## src/rtl/vx_fpu_fma_arb.sv

```systemverilog
// Round-robin arbiter sharing one FMA pipeline among NUM_REQS issue sources.
// Each source is limited to MAX_CREDITS outstanding operations. Requests pass
// through a one-entry registered stage. The source index travels in the upper
// bits of the FMA tag, and responses are steered back to their source by it.
//
// Handshake rule for every channel: a transfer happens on a rising clock edge
// where valid and ready are both high. While valid is high and ready is low,
// the sender holds valid, data and tag stable. The response channel is purely
// combinational from the FMA to the sources.
module vx_fpu_fma_arb #(
  parameter int NUM_REQS    = 4,
  parameter int DATAW       = 112,
  parameter int RSP_DATAW   = 37,
  parameter int TAG_WIDTH   = 8,
  parameter int MAX_CREDITS = 4,
  localparam int IDXW       = (NUM_REQS > 1) ? $clog2(NUM_REQS) : 1,
  localparam int FTAGW      = IDXW + TAG_WIDTH
) (
  input  logic                          clk,
  input  logic                          reset,
  input  logic [NUM_REQS-1:0]           req_valid,
  input  logic [NUM_REQS*DATAW-1:0]     req_data,
  input  logic [NUM_REQS*TAG_WIDTH-1:0] req_tag,
  output logic [NUM_REQS-1:0]           req_ready,
  output logic                          fma_valid,
  output logic [DATAW-1:0]              fma_data,
  output logic [FTAGW-1:0]              fma_tag,
  input  logic                          fma_ready,
  input  logic                          fma_rsp_valid,
  input  logic [RSP_DATAW-1:0]          fma_rsp_data,
  input  logic [FTAGW-1:0]              fma_rsp_tag,
  output logic                          fma_rsp_ready,
  output logic [NUM_REQS-1:0]           rsp_valid,
  output logic [RSP_DATAW-1:0]          rsp_data,
  output logic [TAG_WIDTH-1:0]          rsp_tag,
  input  logic [NUM_REQS-1:0]           rsp_ready,
  output logic                          busy
);

  localparam int CW = $clog2(MAX_CREDITS + 1);

  logic [CW-1:0]       credit_q [NUM_REQS];
  logic [CW-1:0]       credit_d [NUM_REQS];
  logic [IDXW-1:0]     rr_q, rr_d;
  logic                stage_valid_q, stage_valid_d;
  logic [DATAW-1:0]    stage_data_q, stage_data_d;
  logic [FTAGW-1:0]    stage_tag_q, stage_tag_d;

  logic [NUM_REQS-1:0] eligible;
  logic                grant_found;
  logic [IDXW-1:0]     grant_idx;
  logic                can_load;
  logic                grant_fire;
  logic [IDXW-1:0]     rsp_src;
  logic                rsp_src_ok;
  logic                rsp_fire;
  logic                any_credit;

  // A source may compete only while it has credit left.
  always_comb begin
    eligible = '0;
    for (int i = 0; i < NUM_REQS; i++) begin
      eligible[i] = req_valid[i] && (credit_q[i] < CW'(MAX_CREDITS));
    end
  end

  // Round-robin pick: the first eligible index at or after rr_q, wrapping.
  // The loop runs from the farthest offset to the nearest one, so the
  // nearest eligible source is written last and wins.
  always_comb begin
    grant_found = 1'b0;
    grant_idx   = '0;
    for (int k = NUM_REQS - 1; k >= 0; k--) begin
      logic [IDXW-1:0] idx_v;
      idx_v = IDXW'((int'(rr_q) + k) % NUM_REQS);
      if (eligible[idx_v]) begin
        grant_found = 1'b1;
        grant_idx   = idx_v;
      end
    end
  end

  assign can_load   = !stage_valid_q || fma_ready;
  assign grant_fire = grant_found && can_load && !reset;

  // At most one req_ready is high, and only when the stage can take a request.
  always_comb begin
    req_ready = '0;
    if (grant_fire) req_ready[grant_idx] = 1'b1;
  end

  // The response source index is held in the top IDXW bits of the FMA tag.
  assign rsp_src    = (NUM_REQS > 1) ? fma_rsp_tag[FTAGW-1 -: IDXW] : '0;
  assign rsp_src_ok = int'(rsp_src) < NUM_REQS;

  // Steer the response to its source, and return that source's ready to the FMA.
  always_comb begin
    rsp_valid     = '0;
    fma_rsp_ready = 1'b0;
    if (!reset && rsp_src_ok) begin
      rsp_valid[rsp_src] = fma_rsp_valid;
      fma_rsp_ready      = rsp_ready[rsp_src];
    end
  end

  assign rsp_fire = fma_rsp_valid && fma_rsp_ready;
  assign rsp_data = fma_rsp_data;
  assign rsp_tag  = fma_rsp_tag[TAG_WIDTH-1:0];

  // Credit update. A grant and a response on the same source in the same
  // cycle cancel out.
  always_comb begin
    for (int i = 0; i < NUM_REQS; i++) begin
      logic inc, dec;
      inc = grant_fire && (grant_idx == IDXW'(i));
      dec = rsp_fire && (rsp_src == IDXW'(i));
      credit_d[i] = credit_q[i];
      if (inc && !dec)      credit_d[i] = credit_q[i] + CW'(1);
      else if (dec && !inc) credit_d[i] = credit_q[i] - CW'(1);
    end
  end

  // After a grant, the pointer advances to the index just past the winner.
  always_comb begin
    rr_d = rr_q;
    if (grant_fire) begin
      if (int'(grant_idx) == NUM_REQS - 1) rr_d = '0;
      else                                 rr_d = grant_idx + IDXW'(1);
    end
  end

  // Output stage. It loads on a grant, empties when the FMA takes the entry
  // and nothing new is granted, and otherwise holds its contents.
  always_comb begin
    stage_valid_d = stage_valid_q;
    stage_data_d  = stage_data_q;
    stage_tag_d   = stage_tag_q;
    if (grant_fire) begin
      stage_valid_d = 1'b1;
      stage_data_d  = req_data[int'(grant_idx)*DATAW +: DATAW];
      stage_tag_d   = {grant_idx, req_tag[int'(grant_idx)*TAG_WIDTH +: TAG_WIDTH]};
    end else if (fma_ready) begin
      stage_valid_d = 1'b0;
    end
  end

  // State registers with synchronous reset.
  always_ff @(posedge clk) begin
    if (reset) begin
      stage_valid_q <= 1'b0;
      stage_data_q  <= '0;
      stage_tag_q   <= '0;
      rr_q          <= '0;
      for (int i = 0; i < NUM_REQS; i++) credit_q[i] <= '0;
    end else begin
      stage_valid_q <= stage_valid_d;
      stage_data_q  <= stage_data_d;
      stage_tag_q   <= stage_tag_d;
      rr_q          <= rr_d;
      for (int i = 0; i < NUM_REQS; i++) credit_q[i] <= credit_d[i];
    end
  end

  // Busy while any credit is outstanding or the stage holds a request.
  always_comb begin
    any_credit = 1'b0;
    for (int i = 0; i < NUM_REQS; i++) begin
      if (credit_q[i] != '0) any_credit = 1'b1;
    end
  end

  assign fma_valid = stage_valid_q;
  assign fma_data  = stage_data_q;
  assign fma_tag   = stage_tag_q;
  assign busy      = stage_valid_q || any_credit;

  // A response must belong to a source that has an operation outstanding.
  always @(posedge clk) begin
    if (!reset && rsp_fire) begin
      assert (credit_q[rsp_src] != '0);
    end
  end

endmodule

```

## config.mk

```make
export PLATFORM = sky130hd
export DESIGN_NAME = vx_fpu_fma_arb
export DESIGN_NICKNAME = d
export VERILOG_FILES = /design/src/rtl/vx_fpu_fma_arb.sv
export SDC_FILE = /design/constraint.sdc
export NUM_CORES = 1
export LEC_CHECK = 0
export BUFFER_PORTS_ARGS = -buffer_cell sky130_fd_sc_hd__buf_2
export CAP_MARGIN = 5
export CORE_AREA = 2 2 281 283
export DETAILED_ROUTE_END_ITERATION = 7
export DIE_AREA = 0 0 283 285
export SLEW_MARGIN = 10
export SYNTH_ARGS = -nofsm -noshare
export SYNTH_HDL_FRONTEND = slang
export SYNTH_SLANG_ARGS = --single-unit
export TNS_END_PERCENT = 1
```

## constraint.sdc

```tcl
create_clock -name clk -period 4.64 [get_ports clk]
set_input_delay 0.696 -clock clk [delete_from_list [all_inputs] [get_ports clk]]
set_output_delay 0.696 -clock clk [all_outputs]
set_load 0.005 [all_outputs]
```

==> reports/metrics.csv, run 1 <==
stage,metric,value,unit
run_status,outcome,completed,
logic_synthesis,Post-Syn Area,0.00812,sq mm
detailed_routing,drt total wl,38.4,mm
detailed_routing,via count,8693,
logic_synthesis,number of flops mapped to enable cells by yosys,0,
floorplanning,IO Pins,717,
grt,initial antenna violation count,13,
logic_synthesis,syn avg cell area,9.74,sq um
sta,final-report hold violation count,0,
worst_setup_path,CP arrival,3.31,ns
place,cell area after placement,0.0120,sq mm
power,Flop pwr share,30.0,%
finish,Finished Cell Area,0.0126,sq mm
finish,Layout Nets,1922,
power,Clock Power Share,23.5,%
logic_synthesis,#FFs+latches synth,137,
sta,Final setup viols,0,
detailed_routing,Initial DRC Count,319,
job,Max Cap Viol,0,
logic_synthesis,top_reg_cell synth,dfxtp_1,
floorplanning,Rows,103,
clock_tree,setup bufs post-CTS,0,
detailed_routing,routed wire length per instance,15.8,microns
worst_setup_path,required time of the critical path,4.98,ns
power,Int Power,3.75,mW
worst_setup_path,Startpoint Class,flip-flop,
grt,largest net degree at the start of global routing,98,
clock_tree,clk_lat worst skew,0.47,ns
worst_setup_path,R2R depth,7,
clock_tree,Max Root-Sink Buffers,2,
finish,final non-filler cell total,2440,
logic_synthesis,gate count of the mapped netlist,833,
place,dpl cells,2405,
detailed_routing,iteration count of the initial detailed-routing pass,6,
sta,max-slew violation count,0,
power,P_leak,5.86,nW
power,switching power,2.33,mW
logic_synthesis,synth warn,0,
place,Port Buffer Count,626,
hold_path,worst min path class,reg2reg,
clock_tree,cts hold-fix bufs,0,
finish,fin util,16.1,%
clock_tree,CTS Buf Count,17,
sta,Max Clock Skew,0.0203,ns
logic_synthesis,synth top area cells,"dfxtp_1 (34%), mux2i_1 (30%), o221ai_1 (13%)",
place,GPL Wtd Cong,0.899,
finish,"commonest non-fill, non-tap cells in the layout","buf_2 (626), mux2i_1 (244), dfxtp_1 (137)",
worst_setup_path,type of the worst setup path,reg2reg,
sta,Final period util,64.0,%
logic_synthesis,"FFs w/ async S/R, synth",0,%
clock_tree,CTS Sinks,137,
finish,Layout area overhead,55.0,%
clock_tree,Root Buffer,clkbuf_16,
detailed_routing,via/cell ratio,3.56,
floorplanning,die area,0.0807,sq mm
sta,Setup TNS,0,ns
logic_synthesis,share of the synthesized area in the top cell type,33.8,%
finish,"commonest non-fill, non-tap cell in the layout",buf_2,
sta,worst slew pin tran,0.774,ns
power,Final Power,6.08,mW
finish,multi-input combinational cell area,0.00464,sq mm
finish,layout cells sized above 1,48.8,%
sta,fmax,337,MHz
power,switch share,38.3,%
clock_tree,H-tree Lvls,4,
power,Gate power share,46.5,%
grt,Total GRT Usage,9.17,%
power,Pwr Density,483,mW/mm^2
clock_tree,CTS tree,yes,
power,Max VDD drop,443,uV
grt,first-pass GRT wire length,54.5,mm
finish,Seq. cell area,0.00274,sq mm
sta,RSZ-0062 raised after global routing,false,
clock_tree,Post-CTS Resized,0,
logic_synthesis,distinct cell type count of the synthesized netlist,42,
logic_synthesis,register area share after synthesis,33.8,%
worst_setup_path,crit-path max FO,46,
logic_synthesis,net count after synthesis,1381,
sta,relative slew slack,48.4,%
grt,total grt overflow,0,
finish,Fill cells,8763,
sta,Final min period,2.97,ns
detailed_routing,DRC violations left,0,
logic_synthesis,largest area contributor in the netlist,dfxtp_1,
worst_setup_path,Worst setup EP type,flip-flop,
clock_tree,"Clk pin slew, worst setup/hold paths",0.07,ns
grt,number of global-route vias before repair,8683,
hold_path,hold depth,2,
floorplanning,Die H,285,microns
detailed_routing,Post-DRT Antenna Nets,0,
floorplanning,Core Footprint,0.0780,sq mm
floorplanning,Initial Util,10.4,%
floorplanning,Die W,283,microns
place,DPL Wire Length,31.3,mm
[cell families after synthesis]
logic type | after synthesis | share of synthesized area (%)
AO/OA/AOI/OAI | 137 | 14.5
XOR/XNOR | 8 | 0.863
adder cells (fa/ha/maj) | 9 | 1.76
buffers and inverters | 120 | 9.40
flip-flops | 137 | 33.8
multiplexers | 245 | 30.4
AND/OR/NAND/NOR | 177 | 9.28
[path summary, 6_finish.rpt]
check,start,to,slack [ns]
worst max-delay path,credit_q[0][2],fma_data[34],1.67
worst min-delay path,fma_tag[9],fma_tag[9],0.45
worst max register to register,credit_q[0][2],fma_data[34],1.67
worst min register to register,fma_tag[9],fma_tag[9],0.45
[final cells by class]
| cell class | instances | area share (%) |
|---|---|---|
| Antenna cell | 4 | 0.0796 |
| Tap cell | 1050 | 10.4 |
| Timing Repair Buffer | 636 | 26.1 |
| Clock inverter | 11 | 0.985 |
| Clock buffer | 20 | 3.55 |
| Sequential cell | 137 | 21.8 |
| Multi-Input combinational cell | 576 | 36.9 |
| Inverter | 6 | 0.179 |
[critical path, stage by stage, from the launching register on]
cell	delay, ns
dfxtp_1	0.47
nand2b_1	0.20
o221ai_1	0.19
a21oi_4	0.32
buf_4	0.49
buf_4	0.69
mux2i_1	0.27
o221ai_1	0.13
[cell usage after synthesis, types with 3 or more instances]
master and instances:
nand2b_1 4, xor2_1 8, mux2i_1 244, nor2_1 12, buf_6 5, buf_4 57
fa_1 4, dfxtp_1 137, buf_2 31, a21oi_1 4, nand2_1 133, nor2b_1 5
clkbuf_1 16, inv_1 5, o221ai_1 122, ha_1 5, clkbuf_4 3, or3_1 4
o21ai_0 5, nor3_1 3
[state kept, by name, indices dropped and copies added, names as in the netlist]
register / flops
fma_tag: 10
rr_q: 2
credit_q: 12
fma_valid: 1
fma_data: 112
[routing by layer]
metal  routed length, microns  track usage (%)  vias up
met5                       27                0        -
met2                    17700             14.7      521
met3                     3450             3.75       89
li1                         -                -     4161
met1                    14800             9.71     3918
met4                     2520             6.77        4
[power groups by stage]
stage	Combinational (mW)	Clock (mW)	Sequential, mW
6_report	2.83	1.43	1.82
4_1_cts	2.87	1.52	1.82
5_1_grt	3.07	1.56	1.87
3_5_place_dp	2.87	0	1.83
2_1_floorplan	1.92	0	1.84
3_3_place_gp	2.84	0	1.84
[metrics by stage]
step           setup WS, ns  hold slack, ns
3_3_place_gp           1.32           0.430
6_report               1.67           0.449
5_1_grt                1.46           0.463
2_1_floorplan          1.45           0.439
4_1_cts                1.66           0.449
3_5_place_dp           1.25           0.436
(Power assumes the default switching activity.)
==> run 2: changes to the inputs <==
- ABC_AREA: default -> 1
- CORE_AREA: 2 2 281 283 -> 2 2 279 281
- DIE_AREA: 0 0 283 285 -> 0 0 281 283
- clock period: 4.64 -> 2.75 ns (I/O delays scaled with it)
==> reports/metrics.csv, run 2 <==
stage,metric,value,unit
run_status,outcome,completed,
logic_synthesis,#FFs+latches synth,137,
power,Max VDD drop,1290,uV
floorplanning,Rows,102,
logic_synthesis,share of the synthesized area in the top cell type,34.5,%
job,Max Cap Viol,0,
clock_tree,Root Buffer,clkbuf_16,
grt,first-pass GRT wire length,71.7,mm
finish,"commonest non-fill, non-tap cell in the layout",nand3_1,
sta,RSZ-0062 raised after global routing,true,
detailed_routing,Initial DRC Count,578,
clock_tree,clk_lat worst skew,0.46,ns
logic_synthesis,number of flops mapped to enable cells by yosys,0,
logic_synthesis,synth warn,0,
logic_synthesis,"FFs w/ async S/R, synth",0,%
sta,fmax,381,MHz
floorplanning,IO Pins,717,
finish,layout cells sized above 1,33.2,%
worst_setup_path,crit-path max FO,5,
finish,Layout area overhead,44.8,%
logic_synthesis,largest area contributor in the netlist,nand3_1,
logic_synthesis,gate count of the mapped netlist,1709,
worst_setup_path,Worst setup EP type,flip-flop,
floorplanning,Initial Util,13.2,%
clock_tree,"Clk pin slew, worst setup/hold paths",0.07,ns
power,Final Power,20.9,mW
worst_setup_path,Startpoint Class,flip-flop,
detailed_routing,drt total wl,48.7,mm
finish,fin util,19.2,%
sta,max-slew violation count,0,
clock_tree,Max Root-Sink Buffers,2,
detailed_routing,via count,13400,
detailed_routing,iteration count of the initial detailed-routing pass,5,
place,cell area after placement,0.0141,sq mm
sta,Setup TNS,0,ns
sta,Final setup viols,0,
clock_tree,H-tree Lvls,4,
finish,"commonest non-fill, non-tap cells in the layout","nand3_1 (699), buf_2 (626), nand2_1 (446)",
sta,worst slew pin tran,0.850,ns
hold_path,worst min path class,in2reg,
power,Pwr Density,1420,mW/mm^2
grt,number of global-route vias before repair,12500,
detailed_routing,DRC violations left,0,
sta,Max Clock Skew,0.0117,ns
floorplanning,Die W,281,microns
place,DPL Wire Length,36.6,mm
worst_setup_path,required time of the critical path,3.10,ns
floorplanning,Core Footprint,0.0767,sq mm
detailed_routing,routed wire length per instance,14.9,microns
finish,Finished Cell Area,0.0147,sq mm
logic_synthesis,register area share after synthesis,27.0,%
finish,multi-input combinational cell area,0.00582,sq mm
logic_synthesis,Post-Syn Area,0.0102,sq mm
clock_tree,CTS Sinks,137,
logic_synthesis,synth top area cells,"nand3_1 (35%), dfxtp_1 (27%), nand2_1 (17%)",
sta,Final min period,2.62,ns
clock_tree,CTS tree,yes,
finish,max reg flops,112,
clock_tree,CTS Buf Count,17,
logic_synthesis,list of most frequent post-synthesis cells,"nand3_1 (700), nand2_1 (450), inv_1 (146), dfxtp_1 (137), buf_2 (81)",
logic_synthesis,distinct cell type count of the synthesized netlist,30,
finish,Layout Nets,2765,
logic_synthesis,net count after synthesis,2257,
power,P_leak,7.94,nW
grt,total grt overflow,0,
worst_setup_path,CP arrival,2.97,ns
floorplanning,Die H,283,microns
logic_synthesis,"count leader, synth",nand3_1,
grt,Total GRT Usage,11.7,%
sta,Final period util,95.4,%
logic_synthesis,top_reg_cell synth,dfxtp_1,
sta,final-report hold violation count,0,
worst_setup_path,type of the worst setup path,reg2reg,
place,GPL Wtd Cong,0.885,
finish,Seq. cell area,0.00275,sq mm
floorplanning,die area,0.0795,sq mm
detailed_routing,via/cell ratio,4.10,
logic_synthesis,syn avg cell area,5.94,sq um
grt,largest net degree at the start of global routing,135,
finish,Fill cells,8873,
detailed_routing,Post-DRT Antenna Nets,0,
sta,relative slew slack,43.3,%
grt,initial antenna violation count,4,
place,Port Buffer Count,626,
## run 2: cell types whose count changed after synthesis, moves of 10 or more
cell | before | now
a21oi_1 | 4 | 17
buf_2 | 31 | 81
buf_4 | 57 | 69
clkbuf_1 | 16 | 34
inv_1 | 5 | 146
mux2i_1 | 244 | 0
nand2_1 | 133 | 450
nand3_1 | 1 | 700
o21ai_0 | 5 | 15
o221ai_1 | 122 | 0
## run 2: cell families (layout without fill, tap and decap cells)
logic type | after synthesis | after routing | share of synthesized area [%]
simple gates | 1178 | 1178 | 52.8
fa+ha+maj | 9 | 9 | 1.41
other cells | 0 | 2 | 0
flops | 137 | 137 | 27.0
buf+inv | 345 | 866 | 16.6
compound gates | 35 | 35 | 1.82
xor+xnor | 5 | 5 | 0.431
## run 2: worst max-delay path: stages (launching register included)
cell	delay, ns
dfxtp_4	0.37
buf_6	0.12
nand3_1	0.09
nand2_2	0.09
nand2_1	0.07
nand2_2	0.08
nor2_1	0.04
nand3_1	0.09
nand3b_1	0.16
buf_6	0.18
inv_4	0.04
nand2_1	0.06
a21oi_2	0.15
ha_1	0.16
inv_1	0.07
fa_2	0.34
a21oi_1	0.14
o21ai_1	0.09
o21ai_1	0.13
a21oi_1	0.05
## run 2: timing repair
action                                  in CTS  in global routing
resized for setup                            3                 25
endpoints found under the setup margin       5                  9
buffers inserted                             0                  1
pin swaps                                    0                  5
hold buffers                                 0                  0
gates cloned                                 0                  0
## run 2: final cells by class
class | instances | share of cell area (%)
Inverter | 152 | 3.95
Multi-Input combinational cell | 1227 | 39.6
Clock inverter | 13 | 0.825
Timing Repair Buffer | 682 | 25.2
Sequential cell | 137 | 18.7
Antenna cell | 2 | 0.0340
Tap cell | 1040 | 8.85
Clock buffer | 19 | 2.94
## run 2: per-stage QoR
| stage | setup slack, ns | std cells | hold slack, ns |
|---|---|---|---|
| after floorplan | -0.0418 | 1709 | 0.462 |
| after global placement | -0.0667 | 3237 | 0.445 |
| after detailed placement | -0.0858 | 3237 | 0.453 |
| after CTS | 0.0242 | 3269 | 0.200 |
| after global routing | -0.0368 | 3270 | 0.228 |
| final | 0.127 | 3272 | 0.261 |
## run 2: worst paths after layout
check,cells after the start,slack (ns),to,from
hold / removal,2,0.26,credit_q[0][0],reset
setup / recovery,19,0.13,credit_q[1][2],rr_q[0]
setup reg to reg,19,0.13,credit_q[1][2],rr_q[0]
hold reg to reg,2,0.46,fma_tag[8],fma_tag[8]
## run 2: per-layer routing
metal,share of wire (%),global-route usage [%]
met1,41,13.5
met2,46,19.3
met3,8.3,3.21
met4,5.0,7.02
met5,0.084,0
## run 2: power breakdown
group	internal [mW]	switching, mW	total [mW]
sequential	2.88	0.457	3.34
combinational	5.26	9.94	15.2
clock	1.25	1.09	2.34
total	9.39	11.5	20.9
==> run 3: changes to the inputs <==
- CORE_AREA: 2 2 279 281 -> 2 2 282 284
- DIE_AREA: 0 0 281 283 -> 0 0 284 286
- clock period: 2.75 -> 2.27 ns (I/O delays scaled with it)
==> reports/metrics.csv, run 3 (same netlist as run 2, synthesis figures left out) <==
stage,metric,value,unit
detailed_routing,drt total wl,49.4,mm
run_status,violated checks,setup timing,
worst_setup_path,WP buf/inv,4,
finish,max reg flops,112,
floorplanning,IO Pins,717,
worst_setup_path,crit-path max FO,8,
place,Port Buffer Count,626,
detailed_routing,Top Layer Used,met5,
floorplanning,Die H,286,microns
power,Gate power share,74.7,%
floorplanning,Initial Util,13.0,%
clock_tree,CTS tree,yes,
detailed_routing,wire length on met2,22.7,mm
floorplanning,Die W,284,microns
finish,"commonest non-fill, non-tap cells in the layout","nand3_1 (681), buf_2 (625), nand2_1 (442)",
power,Clock Power Share,10.4,%
sta,Final setup viols,61,
clock_tree,clk_lat worst skew,0.47,ns
clock_tree,Max Root-Sink Buffers,2,
grt,total grt overflow,0,
finish,"commonest non-fill, non-tap cell in the layout",nand3_1,
power,Pwr Density,1770,mW/mm^2
floorplanning,die area,0.0812,sq mm
clock_tree,cts hold-fix bufs,0,
worst_setup_path,critical path's largest stage delay,0.38,ns
power,Max VDD drop,1380,uV
power,Flop pwr share,15.0,%
sta,RSZ-0062 raised after global routing,true,
detailed_routing,routed wire length per instance,14.9,microns
floorplanning,Core Footprint,0.0784,sq mm
sta,fmax,396,MHz
floorplanning,Rows,103,
worst_setup_path,CP most frequent cell,nand2_2,
grt,number of global-route vias before repair,12600,
detailed_routing,Post-DRT Antenna Nets,0,
sta,Final min period,2.52,ns
job,Max Cap Viol,0,
grt,Total GRT Usage,11.7,%
sta,max-slew violation count,0,
detailed_routing,via/cell ratio,4.06,
grt,first-pass GRT wire length,73.2,mm
worst_setup_path,Startpoint Class,flip-flop,
finish,Fill cells,9064,
clock_tree,CTS Buf Count,17,
detailed_routing,Initial DRC Count,633,
place,DPL Wire Length,37.3,mm
hold_path,worst min path class,in2reg,
detailed_routing,WL met1,20.5,mm
clock_tree,Root Buffer,clkbuf_16,
worst_setup_path,type of the worst setup path,reg2reg,
finish,layout cells sized above 1,35.5,%
power,switching power,14.4,mW
clock_tree,H-tree Lvls,4,
sta,Final period util,111,%
detailed_routing,iteration count of the initial detailed-routing pass,8,
place,GPL Wtd Cong,0.893,
finish,Finished Cell Area,0.0153,sq mm
worst_setup_path,reg2reg setup slack,-0.25,ns
worst_setup_path,crit-path cells,inv_6 > nand3_2 > nand2_2 > nand2_2 > nand2_2 > nor2_1 > nand3_1 > nand3b_1 > buf_6 > nor2_4 > inv_2 > nor2_4 > ha_2 > inv_1 > fa_2 > a21oi_1 > o21ai_1 > o21ai_1 > a21oi_1,
finish,Layout Nets,2801,
clock_tree,"Clk pin slew, worst setup/hold paths",0.07,ns
clock_tree,CTS Sinks,137,
sta,final setup margin,-0.252,ns
detailed_routing,DRC violations left,0,
worst_setup_path,Worst setup EP type,flip-flop,
power,switch share,53.5,%
sta,worst slew pin tran,0.742,ns
worst_setup_path,CP arrival,2.88,ns
grt,largest net degree at the start of global routing,134,
sta,final-report hold violation count,0,
sta,Max Clock Skew,0.0135,ns
power,P_leak,8.22,nW
sta,relative slew slack,50.6,%
power,Int Power,12.5,mW
worst_setup_path,CP max stage cell,dfxtp_4,
sta,Setup TNS,-6.15,ns
run_status,outcome,finished with violations,
detailed_routing,via count,13500,
sta,hold_ws,0.179,ns
worst_setup_path,"delay-heaviest family, CP",simple AND/OR/NAND/NOR gates,
finish,Layout area overhead,50.4,%
place,cell area after placement,0.0144,sq mm
worst_setup_path,required time of the critical path,2.63,ns
detailed_routing,DR WL met3,3.65,mm
grt,initial antenna violation count,2,
[run 3: cell count changes in the layout (fill, tap and decap cells not counted), sizes merged]
cell,previous run,this run
clkinv,3,8
clkbuf,19,20
inv,156,154
buf,682,718
diode,2,1
clkinvlp,5,0
[run 3: worst reg2reg max path: stages, from the launching register on]
cell	delay, ns
dfxtp_4	0.38
inv_6	0.08
nand3_2	0.08
nand2_2	0.11
nand2_2	0.07
nand2_2	0.08
nor2_1	0.06
nand3_1	0.10
nand3b_1	0.10
buf_6	0.15
nor2_4	0.09
inv_2	0.07
nor2_4	0.09
ha_2	0.16
inv_1	0.06
fa_2	0.34
a21oi_1	0.12
o21ai_1	0.09
o21ai_1	0.12
a21oi_1	0.06
[run 3: power groups by stage]
stage	Sequential [mW]	Combinational, mW	Clock [mW]
3_5_place_dp	4.07	19.4	0
4_1_cts	4.04	19.9	2.98
5_1_grt	4.16	22.4	3.06
3_3_place_gp	4.05	19.3	0
2_1_floorplan	4.09	12.7	0
6_report	4.04	20.1	2.79
[run 3: layout make-up]
type | count | area, sq um | area share [%]
tap | 1050 | 1310 | 8.61
timing repair buffer | 718 | 4120 | 27.0
antenna | 1 | 2.50 | 0.0164
clock buffer | 20 | 447 | 2.93
clock inverter | 11 | 98.8 | 0.648
inverter | 152 | 588 | 3.85
sequential | 137 | 2750 | 18.0
multi-input combinational | 1227 | 5950 | 39.0
[run 3: repair_timing]
| item | CTS | global route |
|---|---|---|
| gates resized for setup | 34 | 27 |
| endpoints found under the setup margin | 93 | 132 |
| setup buffers | 6 | 0 |
| pin swaps | 10 | 1 |
| cloned | 0 | 0 |
[run 3: stage by stage]
step | setup WS [ns] | instances | total power, mW | utilization (%)
final | -0.252 | 3316 | 27.0 | 19.5
after global routing | -0.425 | 3315 | 29.6 | 19.5
after CTS | -0.229 | 3315 | 26.9 | 19.3
after global placement | -0.307 | 3278 | 23.3 | 18.4
after floorplan | -0.393 | 1709 | 16.8 | -
after detailed placement | -0.353 | 3278 | 23.4 | 18.4
[run 3: final timing paths]
kind                                     from        endpoint  cells past startpoint
worst max register to register        rr_q[0]  credit_q[0][2]                     19
worst min register to register     fma_tag[8]      fma_tag[8]                      2
worst max-delay path                  rr_q[0]  credit_q[0][2]                     19
worst min-delay path            req_data[208]    fma_data[96]                      5
[run 3: layer usage]
| metal | GRT usage [%] | vias up |
|---|---|---|
| li1 | - | 6666 |
| met1 | 14.1 | 6064 |
| met2 | 18.7 | 619 |
| met3 | 2.93 | 109 |
| met4 | 6.92 | 2 |
| met5 | 0 | - |
